--- src/rtl/lz77_decoder_stream_if.sv ---
// Token and character stream channels of the LZ77 decoder.
// master = token source / character sink side, slave = decoder side.
interface lz77_decoder_stream_if #(
  parameter int DATA_W = 8,
  parameter int POS_W  = 5,
  parameter int LEN_W  = 5
);
  logic              tok_valid;
  logic              tok_ready;
  logic [POS_W-1:0]  tok_pos;
  logic [LEN_W-1:0]  tok_len;
  logic [DATA_W-1:0] tok_char;
  logic              out_valid;
  logic              out_ready;
  logic [DATA_W-1:0] out_char;

  modport master (
    output tok_valid, tok_pos, tok_len, tok_char, out_ready,
    input  tok_ready, out_valid, out_char
  );

  modport slave (
    input  tok_valid, tok_pos, tok_len, tok_char, out_ready,
    output tok_ready, out_valid, out_char
  );
endinterface

--- src/rtl/lz77_decoder_stream.sv ---
// Streaming LZ77 decoder: (position, length, literal) tokens in, one
// decoded character per cycle out, with a shift-register history window.
// Optional macro LZ77_POS_CHECK_EN adds a fill counter and a sticky err
// flag for tokens that reference characters not yet in the window.
module lz77_decoder_stream #(
  parameter int                DATA_W    = 8,
  parameter int                WIN_DEPTH = 30,
  parameter int                POS_W     = 5,
  parameter int                LEN_W     = 5,
  parameter logic [DATA_W-1:0] END_CHAR  = 8'h24
) (
  input  logic                    clk,
  input  logic                    reset,
  lz77_decoder_stream_if.slave    bus,
  output logic                    finish,
  output logic                    err
);

  typedef enum logic [1:0] {IDLE, COPY, LIT, DONE} state_t;

  localparam logic [POS_W:0] WIN_DEPTH_P = (POS_W+1)'(WIN_DEPTH);

  state_t            r_state;
  state_t            w_next_state;
  logic [DATA_W-1:0] r_win [WIN_DEPTH];
  logic [POS_W-1:0]  r_pos;
  logic [LEN_W-1:0]  r_len;
  logic [LEN_W-1:0]  r_cnt;
  logic [DATA_W-1:0] r_char;

  logic              w_tok_ready;
  logic              w_out_valid;
  logic [DATA_W-1:0] w_out_char;
  logic              w_finish;
  logic              w_tok_acc;
  logic              w_out_hs;
  logic [DATA_W-1:0] w_copy_char;

  assign w_tok_acc = bus.tok_valid & w_tok_ready;
  assign w_out_hs  = w_out_valid & bus.out_ready;

  // Positions beyond the window depth read as zero instead of indexing off the end
  assign w_copy_char = ({1'b0, r_pos} < WIN_DEPTH_P) ? r_win[r_pos] : '0;

  // State register
  always_ff @(posedge clk) begin
    if (reset) r_state <= IDLE;
    else       r_state <= w_next_state;
  end

  // Next-state: a literal handshake may hand straight over to the next token
  always_comb begin
    w_next_state = r_state;
    case (r_state)
      IDLE: if (w_tok_acc) w_next_state = (bus.tok_len != '0) ? COPY : LIT;
      COPY: if (w_out_hs && (r_cnt == r_len - 1'b1)) w_next_state = LIT;
      LIT: begin
        if (w_out_hs) begin
          if (r_char == END_CHAR) w_next_state = DONE;
          else if (w_tok_acc)     w_next_state = (bus.tok_len != '0) ? COPY : LIT;
          else                    w_next_state = IDLE;
        end
      end
      DONE:    w_next_state = DONE;
      default: w_next_state = IDLE;
    endcase
  end

  // Outputs decoded from registered state; tok_ready never looks at tok_valid
  always_comb begin
    w_tok_ready = 1'b0;
    w_out_valid = 1'b0;
    w_out_char  = '0;
    w_finish    = 1'b0;
    case (r_state)
      IDLE: w_tok_ready = 1'b1;
      COPY: begin
        w_out_valid = 1'b1;
        w_out_char  = w_copy_char;
      end
      LIT: begin
        w_out_valid = 1'b1;
        w_out_char  = r_char;
        w_tok_ready = bus.out_ready & (r_char != END_CHAR);
      end
      DONE:    w_finish = 1'b1;
      default: ;
    endcase
  end

  assign bus.tok_ready = w_tok_ready;
  assign bus.out_valid = w_out_valid;
  assign bus.out_char  = w_out_char;
  assign finish        = w_finish;

  // Token latch and copy counter; a fresh token always restarts the count
  always_ff @(posedge clk) begin
    if (reset) begin
      r_pos  <= '0;
      r_len  <= '0;
      r_char <= '0;
      r_cnt  <= '0;
    end else if (w_tok_acc) begin
      r_pos  <= bus.tok_pos;
      r_len  <= bus.tok_len;
      r_char <= bus.tok_char;
      r_cnt  <= '0;
    end else if (w_out_hs && (r_state == COPY)) begin
      r_cnt  <= r_cnt + 1'b1;
    end
  end

  // History window shifts by one on every accepted output character
  always_ff @(posedge clk) begin
    if (reset) begin
      for (int i = 0; i < WIN_DEPTH; i++) r_win[i] <= '0;
    end else if (w_out_hs) begin
      r_win[0] <= w_out_char;
      for (int i = 1; i < WIN_DEPTH; i++) r_win[i] <= r_win[i-1];
    end
  end

`ifdef LZ77_POS_CHECK_EN
  logic [POS_W:0] r_fill;
  logic [POS_W:0] w_fill_next;
  logic [POS_W:0] w_pos_ext;
  logic           r_err;

  assign w_pos_ext = {1'b0, bus.tok_pos};

  // Fill count including a character handed off in the same cycle as a token accept
  always_comb begin
    w_fill_next = r_fill;
    if (w_out_hs && (r_fill < WIN_DEPTH_P)) w_fill_next = r_fill + 1'b1;
  end

  // Saturating fill counter and sticky flag for references outside the valid history
  always_ff @(posedge clk) begin
    if (reset) begin
      r_fill <= '0;
      r_err  <= 1'b0;
    end else begin
      r_fill <= w_fill_next;
      if (w_tok_acc && ((w_pos_ext >= WIN_DEPTH_P) ||
                        ((bus.tok_len != '0) && (w_pos_ext >= w_fill_next))))
        r_err <= 1'b1;
    end
  end

  assign err = r_err;
`else
  assign err = 1'b0;
`endif

endmodule

--- src/flat_wrapper.sv ---
// flat-port wrapper written by rule: the top's interface ports become plain ports
module lz77_decoder_stream_flat 
#(
  parameter int                DATA_W    = 8,
  parameter int                WIN_DEPTH = 30,
  parameter int                POS_W     = 5,
  parameter int                LEN_W     = 5,
  parameter logic [DATA_W-1:0] END_CHAR  = 8'h24
)
  (clk, reset, finish, err, bus_tok_valid, bus_tok_pos, bus_tok_len, bus_tok_char, bus_out_ready, bus_tok_ready, bus_out_valid, bus_out_char);
  lz77_decoder_stream_if #(.DATA_W(DATA_W), .POS_W(POS_W), .LEN_W(LEN_W)) bus_i ();
  input  logic clk;
  input  logic reset;
  output logic finish;
  output logic err;
  input wire logic [$bits(bus_i.tok_valid)-1:0] bus_tok_valid;
  input wire logic [$bits(bus_i.tok_pos)-1:0] bus_tok_pos;
  input wire logic [$bits(bus_i.tok_len)-1:0] bus_tok_len;
  input wire logic [$bits(bus_i.tok_char)-1:0] bus_tok_char;
  input wire logic [$bits(bus_i.out_ready)-1:0] bus_out_ready;
  output wire logic [$bits(bus_i.tok_ready)-1:0] bus_tok_ready;
  output wire logic [$bits(bus_i.out_valid)-1:0] bus_out_valid;
  output wire logic [$bits(bus_i.out_char)-1:0] bus_out_char;
  assign bus_i.tok_valid = bus_tok_valid;
  assign bus_i.tok_pos = bus_tok_pos;
  assign bus_i.tok_len = bus_tok_len;
  assign bus_i.tok_char = bus_tok_char;
  assign bus_i.out_ready = bus_out_ready;
  assign bus_tok_ready = bus_i.tok_ready;
  assign bus_out_valid = bus_i.out_valid;
  assign bus_out_char = bus_i.out_char;
  lz77_decoder_stream #(.DATA_W(DATA_W), .WIN_DEPTH(WIN_DEPTH), .POS_W(POS_W), .LEN_W(LEN_W), .END_CHAR(END_CHAR)) u_core (.clk(clk), .reset(reset), .bus(bus_i), .finish(finish), .err(err));
endmodule
--- config.mk ---
export PLATFORM = sky130hd
export DESIGN_NAME = lz77_decoder_stream_flat
export DESIGN_NICKNAME = d
export VERILOG_FILES = /design/src/rtl/lz77_decoder_stream_if.sv /design/src/rtl/lz77_decoder_stream.sv /design/src/flat_wrapper.sv
export SDC_FILE = /design/constraint.sdc
export NUM_CORES = 1
export LEC_CHECK = 0
export CAP_MARGIN = 20
export CELL_PAD_IN_SITES_DETAIL_PLACEMENT = 0
export CELL_PAD_IN_SITES_GLOBAL_PLACEMENT = 1
export CORE_ASPECT_RATIO = 1.4
export CORE_MARGIN = 2
export CORE_UTILIZATION = 50
export CTS_BUF_LIST = sky130_fd_sc_hd__clkbuf_2
export CTS_CLUSTER_DIAMETER = 100
export CTS_CLUSTER_SIZE = 24
export DETAILED_ROUTE_END_ITERATION = 10
export PLACE_DENSITY = 0.77
export SYNTH_ARGS = -nofsm -noshare
export SYNTH_HDL_FRONTEND = slang
export SYNTH_SLANG_ARGS = --single-unit
--- constraint.sdc ---
create_clock -name clk -period 15.5 [get_ports clk]
set_input_delay 1.55 -clock clk [delete_from_list [all_inputs] [get_ports clk]]
set_output_delay 1.55 -clock clk [all_outputs]
set_load 0.02 [all_outputs]
==> metrics.yaml <==
dpl.cell_count: 1184
ys.warnings.count: 0
grt_first_pass_wirelength_mm: 38.4
crit_arrival_ps: 4370
grt_pass1_vias: 7037
fmax_mhz: 169
synth.area.top_cells: "edfxtp_1 (58%), and2_1 (6.9%), mux4_2 (5.8%)"
start_kind: "flop"
yosysMostFrequentCell: "edfxtp_1"
start_util_pct: 50.6
setup_ws_ps: 9580
cp_max_fo: 47
grt_max_degree: 137
seq_area_mm2: 0.00781
hold_ws_ps: 468
synth_compound_area_share_pct: 5.36
end_kind: "primary output"
place_congestion: 0.775
overflow: 0
antenna_left: 0
cts-htree-levels: 1
synth-xor-area-share_pct: 0.706
setup_viol: 0
required_ps: 13950
power.leakage_nw: 4.45
routedWlPerCell_um: 20.0
synth_cell_types: 52
nFillCells: 2085
cts_tree: "yes"
seq_area_frac_synth_pct: 62.9
clk_path_buf_depth: 3
crit_path_cell_trace: "buf_4 -> mux4_2 -> mux2i_1 -> a22oi_1 -> o311ai_1 -> a21boi_1 -> clkdlybuf4s50_1"
synth_top_area_share_pct: 58.1
slowest_stage: "dfxtp_4"
syn_nets: 914
path_buf_inv: 2
synth_edf_count: 240
dr_total_vias: 6841
grt.total_usage_pct: 18.8
tightest_slew_ps: 1090
area_growth_pct: 5.11
drt_wl_total_mm: 24.1
finalCritPeriodShare_pct: 38.2
nets: 915
synthTopCellsByCount: "edfxtp_1 (240), and2_1 (136), nor2b_1 (99), mux2i_1 (54), nand2_1 (50)"
slew-limit-headroom_pct: 27.2
hold_violations: 0
irDropWorstVdd_uv: 88.8
yosys_register_bits: 270
async_flop_share_pct: 0
rsz0062_at_grt: "false"
die_w_um: 137
fp.dieH_um: 190
synth_area_per_cell_um2: 14.0
setup_tns_ps: 0
io_buffer_count: 32
instances_no_fill: 1207
pre_cts_slack_ps: 10480
critPathMaxStageDelay_ps: 770
post_route_cells_drive_above_1_share_pct: 12.3
via_per_inst: 5.67
clk_latency_ps: 880
fin_crit_ps: 5920
first_iter_violations: 473
drc: 0
min_path_type: "flop to flop"
synth_fa_ha_area_share_pct: 0.605
drv_slew: 0
clk_pin_slew_ps: 450
multi_input_area_mm2: 0.00427
core_mm2: 0.0245
cts_made_buffers: 15
synth_top_family_by_area: "simple AND/OR/NAND/NOR gates"
yosys.area_share.simple_pct: 15.6
post_cts_buffers: 0
root_buffer: "clkbuf_2"
place_hpwl_mm: 15.2
power_density_mw_per_mm2: 125
critical_path_class: "flop to primary output"
finClkSkew_ps: 131
post_cts_resized: 0
num_io_pins: 34
yosys_most_used_dff: "edfxtp_1"
synth_mux_area_share_pct: 12.1
outcome: "finished clean"
cts_sinks: 270
antenna_found_initial: 2
cts-hold-fix-buffers: 0
maxCapViolCount: 0
firstDrtPassIters: 4
row_count: 68
syn_inst: 886
synth_area_mm2: 0.0124
synth_top_area_cell: "edfxtp_1"
dieArea_mm2: 0.0261
crit_family: "buffers and inverters"
==> area by class of cell <==
type                            instances  share of cell area (%)
Sequential cell                       270                    59.9
Multi-Input combinational cell        551                    32.8
Timing Repair Buffer                   41                    3.11
Tap cell                              315                    3.02
Clock buffer                           20                   0.768
Inverter                                8                   0.230
Clock inverter                          1                   0.154
Antenna cell                            1                  0.0192
==> registers in the layout, summed over array words and instances, names as in the netlist, named ones only <==
register        cells
u_core.r_char       8
u_core.r_state      2
u_core.r_cnt        5
u_core.r_len        5
u_core.r_pos        5
u_core.r_win      240
==> cells by family after synthesis <==
group / after synthesis
AND/OR/NAND/NOR: 330
buffers and inverters: 65
flip-flops: 270
XOR/XNOR: 10
adder cells (fa/ha/maj): 6
other: 1
multiplexers: 107
AO/OA/AOI/OAI: 97
==> final timing paths <==
check                           slack, ps                  to               from  depth (start not counted)
worst min register to register        470                flop    u_core.r_pos[0]                          2
worst max register to register      11830  u_core.r_win[3][4]  u_core.r_state[1]                          6
worst min-delay path                  470                flop    u_core.r_pos[0]                          2
worst max-delay path                 9580     bus_out_char[1]               flop                          7
==> routing by layer <==
metal / share of wire [%] / GRT usage, %
met1: 45 / 26.3
met5: 0.054 / 0
met4: 1.6 / 4.48
met3: 2.7 / 1.57
met2: 50 / 31.9
==> worst register-to-register path, cell delays in order (launching register included) <==
cell     delay, ps
dfxtp_1        490
inv_1           80
ha_1           500
nand2_1        240
nand2_4        560
buf_4          670
buf_4          780
==> stage by stage <==
stage	area [um^2]	utilization (%)	power, mW
floorplan	12400	-	1.31
global placement	12900	52.6	1.38
detailed placement	12900	52.6	1.40
CTS	13000	53.1	1.64
global route	13000	53.2	1.71
finish	13000	53.2	1.63
==> power breakdown <==
group	leakage [nW]	internal, mW	switching, mW	total [mW]
clock	0.0929	0.0368	0.213	0.250
sequential	2.76	0.944	0.0736	1.02
combinational	1.60	0.157	0.205	0.362
==> placed cells by master, fill, tap and decap left out, types with 2 or more instances in the layout <==
cell type        count
nand4_1              3
nor2b_1             99
a21oi_2             10
nand3_1              4
nor2_1              13
and3_1               2
nor3_1               7
mux2_2              21
nand2_1             49
edfxtp_1           240
xnor2_1              4
ha_1                 6
xor2_1               6
mux4_2              32
nand2b_1             2
o311ai_1             7
clkbuf_2            20
dfxtp_1             27
a21boi_1             7
inv_1                8
and2_1             136
buf_4                9
dfxtp_2              2
nand2_2              4
mux2i_1             54
a22oi_1              8
o22ai_1             18
clkdlybuf4s50_1     31
a21oi_1             18
o21ai_0             14
a211oi_1             7
Power figures use the tool's default switching activity.
